<file path="src/rtl/led_seq_pkg.sv">
// Shared encodings and constants for the LED pattern sequencer.
// Mode encodings, seed patterns, FSM state type and the prescaler width default.
package led_seq_pkg;

    localparam int unsigned DIV_W_DEFAULT = 24;

    localparam logic [1:0] MODE_FLASH = 2'b00;
    localparam logic [1:0] MODE_LEFT  = 2'b01;
    localparam logic [1:0] MODE_RIGHT = 2'b10;
    localparam logic [1:0] MODE_PING  = 2'b11;

    localparam logic [7:0] SEED_FLASH = 8'hFF;
    localparam logic [7:0] SEED_LEFT  = 8'h01;
    localparam logic [7:0] SEED_RIGHT = 8'h80;
    localparam logic [7:0] SEED_PING  = 8'h01;

    localparam logic DIR_LEFT  = 1'b0;
    localparam logic DIR_RIGHT = 1'b1;

    typedef enum logic {
        IDLE = 1'b0,
        RUN  = 1'b1
    } state_e;

    function automatic logic [7:0] seed_for(input logic [1:0] m);
        logic [7:0] s;
        unique case (m)
            MODE_FLASH: s = SEED_FLASH;
            MODE_LEFT:  s = SEED_LEFT;
            MODE_RIGHT: s = SEED_RIGHT;
            default:    s = SEED_PING;
        endcase
        return s;
    endfunction

endpackage

</file>
<file path="src/rtl/led_prescaler.sv">
// Step-rate prescaler: counts up while running and strobes step when the count
// reaches div, restarting from zero so the step period is div+1 cycles.
module led_prescaler
    import led_seq_pkg::*;
#(
    parameter int unsigned DIV_W = DIV_W_DEFAULT
) (
    input  logic             clk,
    input  logic             rs,
    input  logic             clr,
    input  logic [DIV_W-1:0] div,
    output logic             step
);

    logic [DIV_W-1:0] r_cnt;
    logic             w_hit;

    // >= rather than == so a div shrunk below the current count steps at once
    assign w_hit = (r_cnt >= div);
    assign step  = !clr && w_hit;

    always_ff @(posedge clk or negedge rs) begin
        if (!rs) begin
            r_cnt <= '0;
        end else if (clr || w_hit) begin
            r_cnt <= '0;
        end else begin
            r_cnt <= r_cnt + 1'b1;
        end
    end

endmodule

</file>
<file path="src/rtl/led_seq.sv">
// LED pattern sequencer: IDLE/RUN FSM driving flash, rotate and ping-pong
// patterns onto an 8-bit registered LED bus, paced by led_prescaler.
module led_seq
    import led_seq_pkg::*;
#(
    parameter int unsigned DIV_W = DIV_W_DEFAULT
) (
    input  logic             clk,
    input  logic             rs,
    input  logic             en,
    input  logic [1:0]       mode,
    input  logic [DIV_W-1:0] div,
    output logic             tick,
    output logic [7:0]       q
);

    state_e     r_state, w_state_next;
    logic [7:0] r_q, w_q_next;
    logic       r_tick, w_tick_next;
    logic [1:0] r_mode, w_mode_next;
    logic       r_dir, w_dir_next;
    logic [7:0] w_shift;
    logic       w_clr;
    logic       w_step;

    // Prescaler held at zero in IDLE and on the disabling edge
    assign w_clr = (r_state == IDLE) || !en;

    led_prescaler #(
        .DIV_W (DIV_W)
    ) u_prescaler (
        .clk  (clk),
        .rs   (rs),
        .clr  (w_clr),
        .div  (div),
        .step (w_step)
    );

    always_ff @(posedge clk or negedge rs) begin
        if (!rs) begin
            r_state <= IDLE;
        end else begin
            r_state <= w_state_next;
        end
    end

    always_comb begin
        w_state_next = r_state;
        unique case (r_state)
            IDLE:    if (en)  w_state_next = RUN;
            RUN:     if (!en) w_state_next = IDLE;
            default: w_state_next = IDLE;
        endcase
    end

    always_comb begin
        w_q_next    = r_q;
        w_tick_next = 1'b0;
        w_mode_next = r_mode;
        w_dir_next  = r_dir;
        w_shift     = r_q;
        if (r_state == IDLE || !en) begin
            w_q_next = 8'h00;
            if (r_state == IDLE && en) begin
                w_q_next    = seed_for(mode);
                w_mode_next = mode;
                w_dir_next  = DIR_LEFT;
            end
        end else if (w_step) begin
            w_tick_next = 1'b1;
            if (mode != r_mode) begin
                w_q_next    = seed_for(mode);
                w_mode_next = mode;
                w_dir_next  = DIR_LEFT;
            end else begin
                unique case (r_mode)
                    MODE_FLASH: w_q_next = ~r_q;
                    MODE_LEFT:  w_q_next = {r_q[6:0], r_q[7]};
                    MODE_RIGHT: w_q_next = {r_q[0], r_q[7:1]};
                    default: begin
                        // Rotate rather than shift so q can never empty out
                        if (r_dir == DIR_LEFT) begin
                            w_shift = {r_q[6:0], r_q[7]};
                            if (w_shift == 8'h80) w_dir_next = DIR_RIGHT;
                        end else begin
                            w_shift = {r_q[0], r_q[7:1]};
                            if (w_shift == 8'h01) w_dir_next = DIR_LEFT;
                        end
                        w_q_next = w_shift;
                    end
                endcase
            end
        end
    end

    always_ff @(posedge clk or negedge rs) begin
        if (!rs) begin
            r_q    <= 8'h00;
            r_tick <= 1'b0;
            r_mode <= MODE_FLASH;
            r_dir  <= DIR_LEFT;
        end else begin
            r_q    <= w_q_next;
            r_tick <= w_tick_next;
            r_mode <= w_mode_next;
            r_dir  <= w_dir_next;
        end
    end

    always_comb begin
        q    = r_q;
        tick = r_tick;
    end

endmodule

</file>
<file path="config.mk">
export PLATFORM = sky130hd
export DESIGN_NAME = led_seq
export DESIGN_NICKNAME = d
export VERILOG_FILES = /design/src/rtl/led_seq_pkg.sv /design/src/rtl/led_prescaler.sv /design/src/rtl/led_seq.sv
export SDC_FILE = /design/constraint.sdc
export NUM_CORES = 1
export LEC_CHECK = 0
export CORE_UTILIZATION = 49
export DETAILED_ROUTE_END_ITERATION = 12
export PLACE_DENSITY = 0.76
export SLEW_MARGIN = 20
export SYNTH_ARGS = -nofsm -noshare
export SYNTH_HDL_FRONTEND = slang
export SYNTH_SLANG_ARGS = --single-unit
</file>
<file path="constraint.sdc">
create_clock -name clk -period 2.35 [get_ports clk]
set_input_delay 0.5875 -clock clk [delete_from_list [all_inputs] [get_ports clk]]
set_output_delay 0.5875 -clock clk [all_outputs]
set_load 0.01 [all_outputs]
</file>
==> impl_metrics.py <==
metrics = {
    "run_status": {
        "run_status": "finished, final reports clean",
    },
    "finish": {
        "syn2layout_area_growth_pct": 39.5,
        "fin_util_pct": 70.6,
        "seq_area_um2": 927,
        "nets": 407,
        "multi_input_area_um2": 1800,
        "final_layout_size_suffix_gt1_share_pct": 30.5,
        "fin_cells": 424,
        "antenna_cells": 0,
        "fillers": 391,
    },
    "power": {
        "power_frac_seq_pct": 43.2,
        "p_int_w": 0.00118,
        "ir_worst_vdd_mv": 0.345,
        "finalPower_w": 0.00161,
        "p_sw_w": 0.000430,
        "p_per_area_nw_per_um2": 447,
        "pwr-share-comb_pct": 21.2,
        "p_clk_share_pct": 35.6,
        "swShare_pct": 26.7,
        "p_leak_nw": 1.61,
    },
    "die": {
        "die_x_um": 74.6,
        "core_um2": 5110,
        "row_count": 26,
        "die_y_um": 74.6,
        "initial_core_util_pct": 50.6,
        "dieArea_um2": 5570,
        "ios": 38,
    },
    "grt": {
        "grt_pass1_vias": 2304,
        "grt_pass1_wl_mm": 10.1,
        "grt_max_degree": 38,
        "grt.total_usage_pct": 23.9,
        "antenna_found_initial": 0,
        "grt_overflow": 0,
    },
    "sta": {
        "fmax_mhz": 427,
        "slew_viol_final": 0,
        "worst_slew_pin_slew_ps": 564,
        "hold_viol": 0,
        "setup_viol": 0,
        "layout_min_cycle_time_ps": 2340,
        "rsz0062_at_grt": "true",
        "fin_crit_sh_pct": 99.6,
        "max-slew-margin-rel_pct": 62.1,
        "final.setup_skew_ps": 6.89,
    },
    "detailed_routing": {
        "wl_per_cell_um": 14.3,
        "drt_iter0_drc": 133,
        "drc": 0,
        "drt_pass1_iterations": 4,
        "dr_total_vias": 2259,
        "wl_mm": 6.07,
        "via_per_inst": 5.33,
        "ant_nets": 0,
    },
    "setup_path": {
        "critPathMaxStageDelay_ps": 580,
        "r2r-start": "u_prescaler.r_cnt[22]",
        "r2r_slack_ps": 9,
        "crit_path_start_kind": "register",
        "crit_chain": "ha_4 > nand4_1 > or4_4 > o22ai_4 > or2_4 > buf_12 > mux2_4",
        "cp_max_fo": 5,
        "end_kind": "register",
        "r2r_end": "q[2]",
        "worstSetupPathType": "register to register",
        "required_ps": 2530,
        "crit_buf_inv": 1,
        "rr_worst_depth": 7,
        "arrival_ps": 2520,
        "critPathSlowestCell": "or4_4",
        "path_delay_family": "simple AND/OR/NAND/NOR gates",
    },
    "place": {
        "finalWeightedCongestion": 0.816,
        "numPortBuffers": 37,
        "dp_cells": 413,
        "dp_hpwl_mm": 4.18,
    },
    "cts": {
        "clock_latency_ps": 290,
        "root_buffer": "clkbuf_8",
        "cts_buffers": 5,
        "clockBufferDepth": 2,
        "htreeDepth": 2,
        "cts_hold_buffers": 0,
        "cts_tree": "built",
        "clkTransAtPathRegs_ps": 70,
        "clock_sinks": 37,
    },
    "job": {
        "cap_violations": 0,
    },
    "logic_synthesis": {
        "synthesis.nets": 343,
        "async_flop_share_pct": 100,
        "ys_ff_latch": 37,
        "ys.flop_type": "dfrtp_1",
        "seq_area_frac_synth_pct": 35.8,
        "netlist_area_um2": 2580,
        "synth.distinct_cells": 38,
        "syn_area_per_cell_um2": 8.94,
        "synthCells": 289,
        "ys_warn_count": 0,
        "synth-edff-count": 0,
    },
    "hold_path": {
        "hold_class": "register to register",
        "hold_start": "r_dir",
        "hold_depth": 1,
        "holdPathEnd": "r_dir",
    },
}
[how the worst max path moves through the flow]
stage                                from   end  cells after the start
global route        u_prescaler.r_cnt[22]  q[2]                      7
CTS                                div[7]  q[4]                     10
finish              u_prescaler.r_cnt[22]  q[2]                      7
global placement                  div[15]  q[0]                      9
detailed placement                div[15]  q[0]                      9
floorplan                         div[15]  q[3]                      9
[timing repair]
item | CTS | global route
endpoints found under the hold margin | 0 | 0
endpoints found under the setup margin | 36 | 32
cloned | 1 | 0
gates resized for setup | 62 | 28
buffers inserted | 1 | 1
pin swaps | 26 | 12
[per-stage QoR]
| step | setup WS, ps | hold slack, ps | TNS, ps | instance area, µm² |
|---|---|---|---|---|
| floorplan | -68.5 | 292 | -274 | 2680 |
| finish | 8.61 | 568 | 0 | 3600 |
| detailed placement | -747 | 548 | -23480 | 3280 |
| CTS | 10.1 | 571 | 0 | 3580 |
| global route | -47.9 | 595 | -348 | 3600 |
| global placement | -682 | 545 | -20940 | 3280 |
[metal layers]
layer | vias to the layer above | wire [µm] | track usage [%]
met1 | 1072 | 2680 | 28.7
met5 | - | 0 | 0
met3 | 12 | 217 | 3.88
li1 | 1126 | - | -
met4 | 0 | 90 | 7.13
met2 | 49 | 3080 | 43.8
[power by group through the flow]
| stage | Clock, W | Combinational (W) | Sequential [W] |
|---|---|---|---|
| 2_1_floorplan | 0 | 0.000187 | 0.000701 |
| 3_5_place_dp | 0 | 0.000322 | 0.000708 |
| 3_3_place_gp | 0 | 0.000313 | 0.000707 |
| 4_1_cts | 0.000585 | 0.000338 | 0.000696 |
| 5_1_grt | 0.000618 | 0.000381 | 0.000702 |
| 6_report | 0.000574 | 0.000341 | 0.000697 |
[kinds of logic (layout without fill, tap and decap cells)]
family	after synthesis	after routing	share of synthesized area, %
AOI/OAI and AO/OA	50	50	12.3
xor gates and xnor gates	24	24	8.14
adders and majority gates	25	25	12.1
buffers and inverters	34	99	6.30
DFF	37	37	35.8
muxes	10	10	4.94
and+or+nand+nor	109	109	20.3
[final cells by class]
class                           count  share of cell area (%)
Sequential cell                    37                    25.7
Timing Repair Buffer               65                    15.5
Inverter                           26                    3.05
Clock buffer                        6                    2.29
Tap cell                           70                    2.43
Clock inverter                      2                    1.04
Multi-Input combinational cell    218                    50.0
[cells in the mapped netlist, drive strengths merged, types with 2 or more instances]
| cell type | count | share of area, % |
|---|---|---|
| nor2 | 41 | 6.0 |
| dfrtp | 37 | 36 |
| inv | 26 | 3.8 |
| ha | 25 | 12 |
| nand2 | 20 | 2.9 |
| a21oi | 19 | 3.8 |
| xor2 | 16 | 5.4 |
| o21ai | 14 | 2.7 |
| nand4 | 11 | 2.7 |
| mux2 | 10 | 4.9 |
| nand3 | 8 | 1.5 |
| xnor2 | 8 | 2.7 |
| a221oi | 7 | 2.4 |
| and3 | 7 | 1.7 |
| nor3 | 6 | 1.2 |
| and2 | 4 | 0.97 |
| buf | 4 | 1.9 |
| clkbuf | 4 | 0.58 |
| nor2b | 3 | 0.73 |
| a21boi | 2 | 0.58 |
| nor3b | 2 | 0.58 |
| o21a | 2 | 0.58 |
| or2 | 2 | 0.48 |
| or4 | 2 | 0.58 |
[flip-flops by register name (all words and copies together), names as in the netlist]
| name | flops |
|---|---|
| tick | 1 |
| r_state | 1 |
| r_mode | 2 |
| r_dir | 1 |
| u_prescaler.r_cnt | 24 |
| q | 8 |
[cells in the final DEF (no fill, tap or decap), types with 3 or more instances in the layout]
master	n
clkbuf_2	7
and3_1	7
ha_4	17
nand4_1	11
o21ai_0	12
dlygate4sd2_1	12
mux2_4	8
a21oi_1	17
clkbuf_8	6
clkdlybuf4s50_1	13
xnor2_1	8
inv_2	15
buf_4	26
xor2_1	16
a221oi_1	7
nor3_1	4
ha_1	6
nand3_1	8
nand2_1	18
inv_1	8
nor2_1	41
dfrtp_1	36
nor2b_1	3
and2_1	4
(Power assumes the default switching activity.)
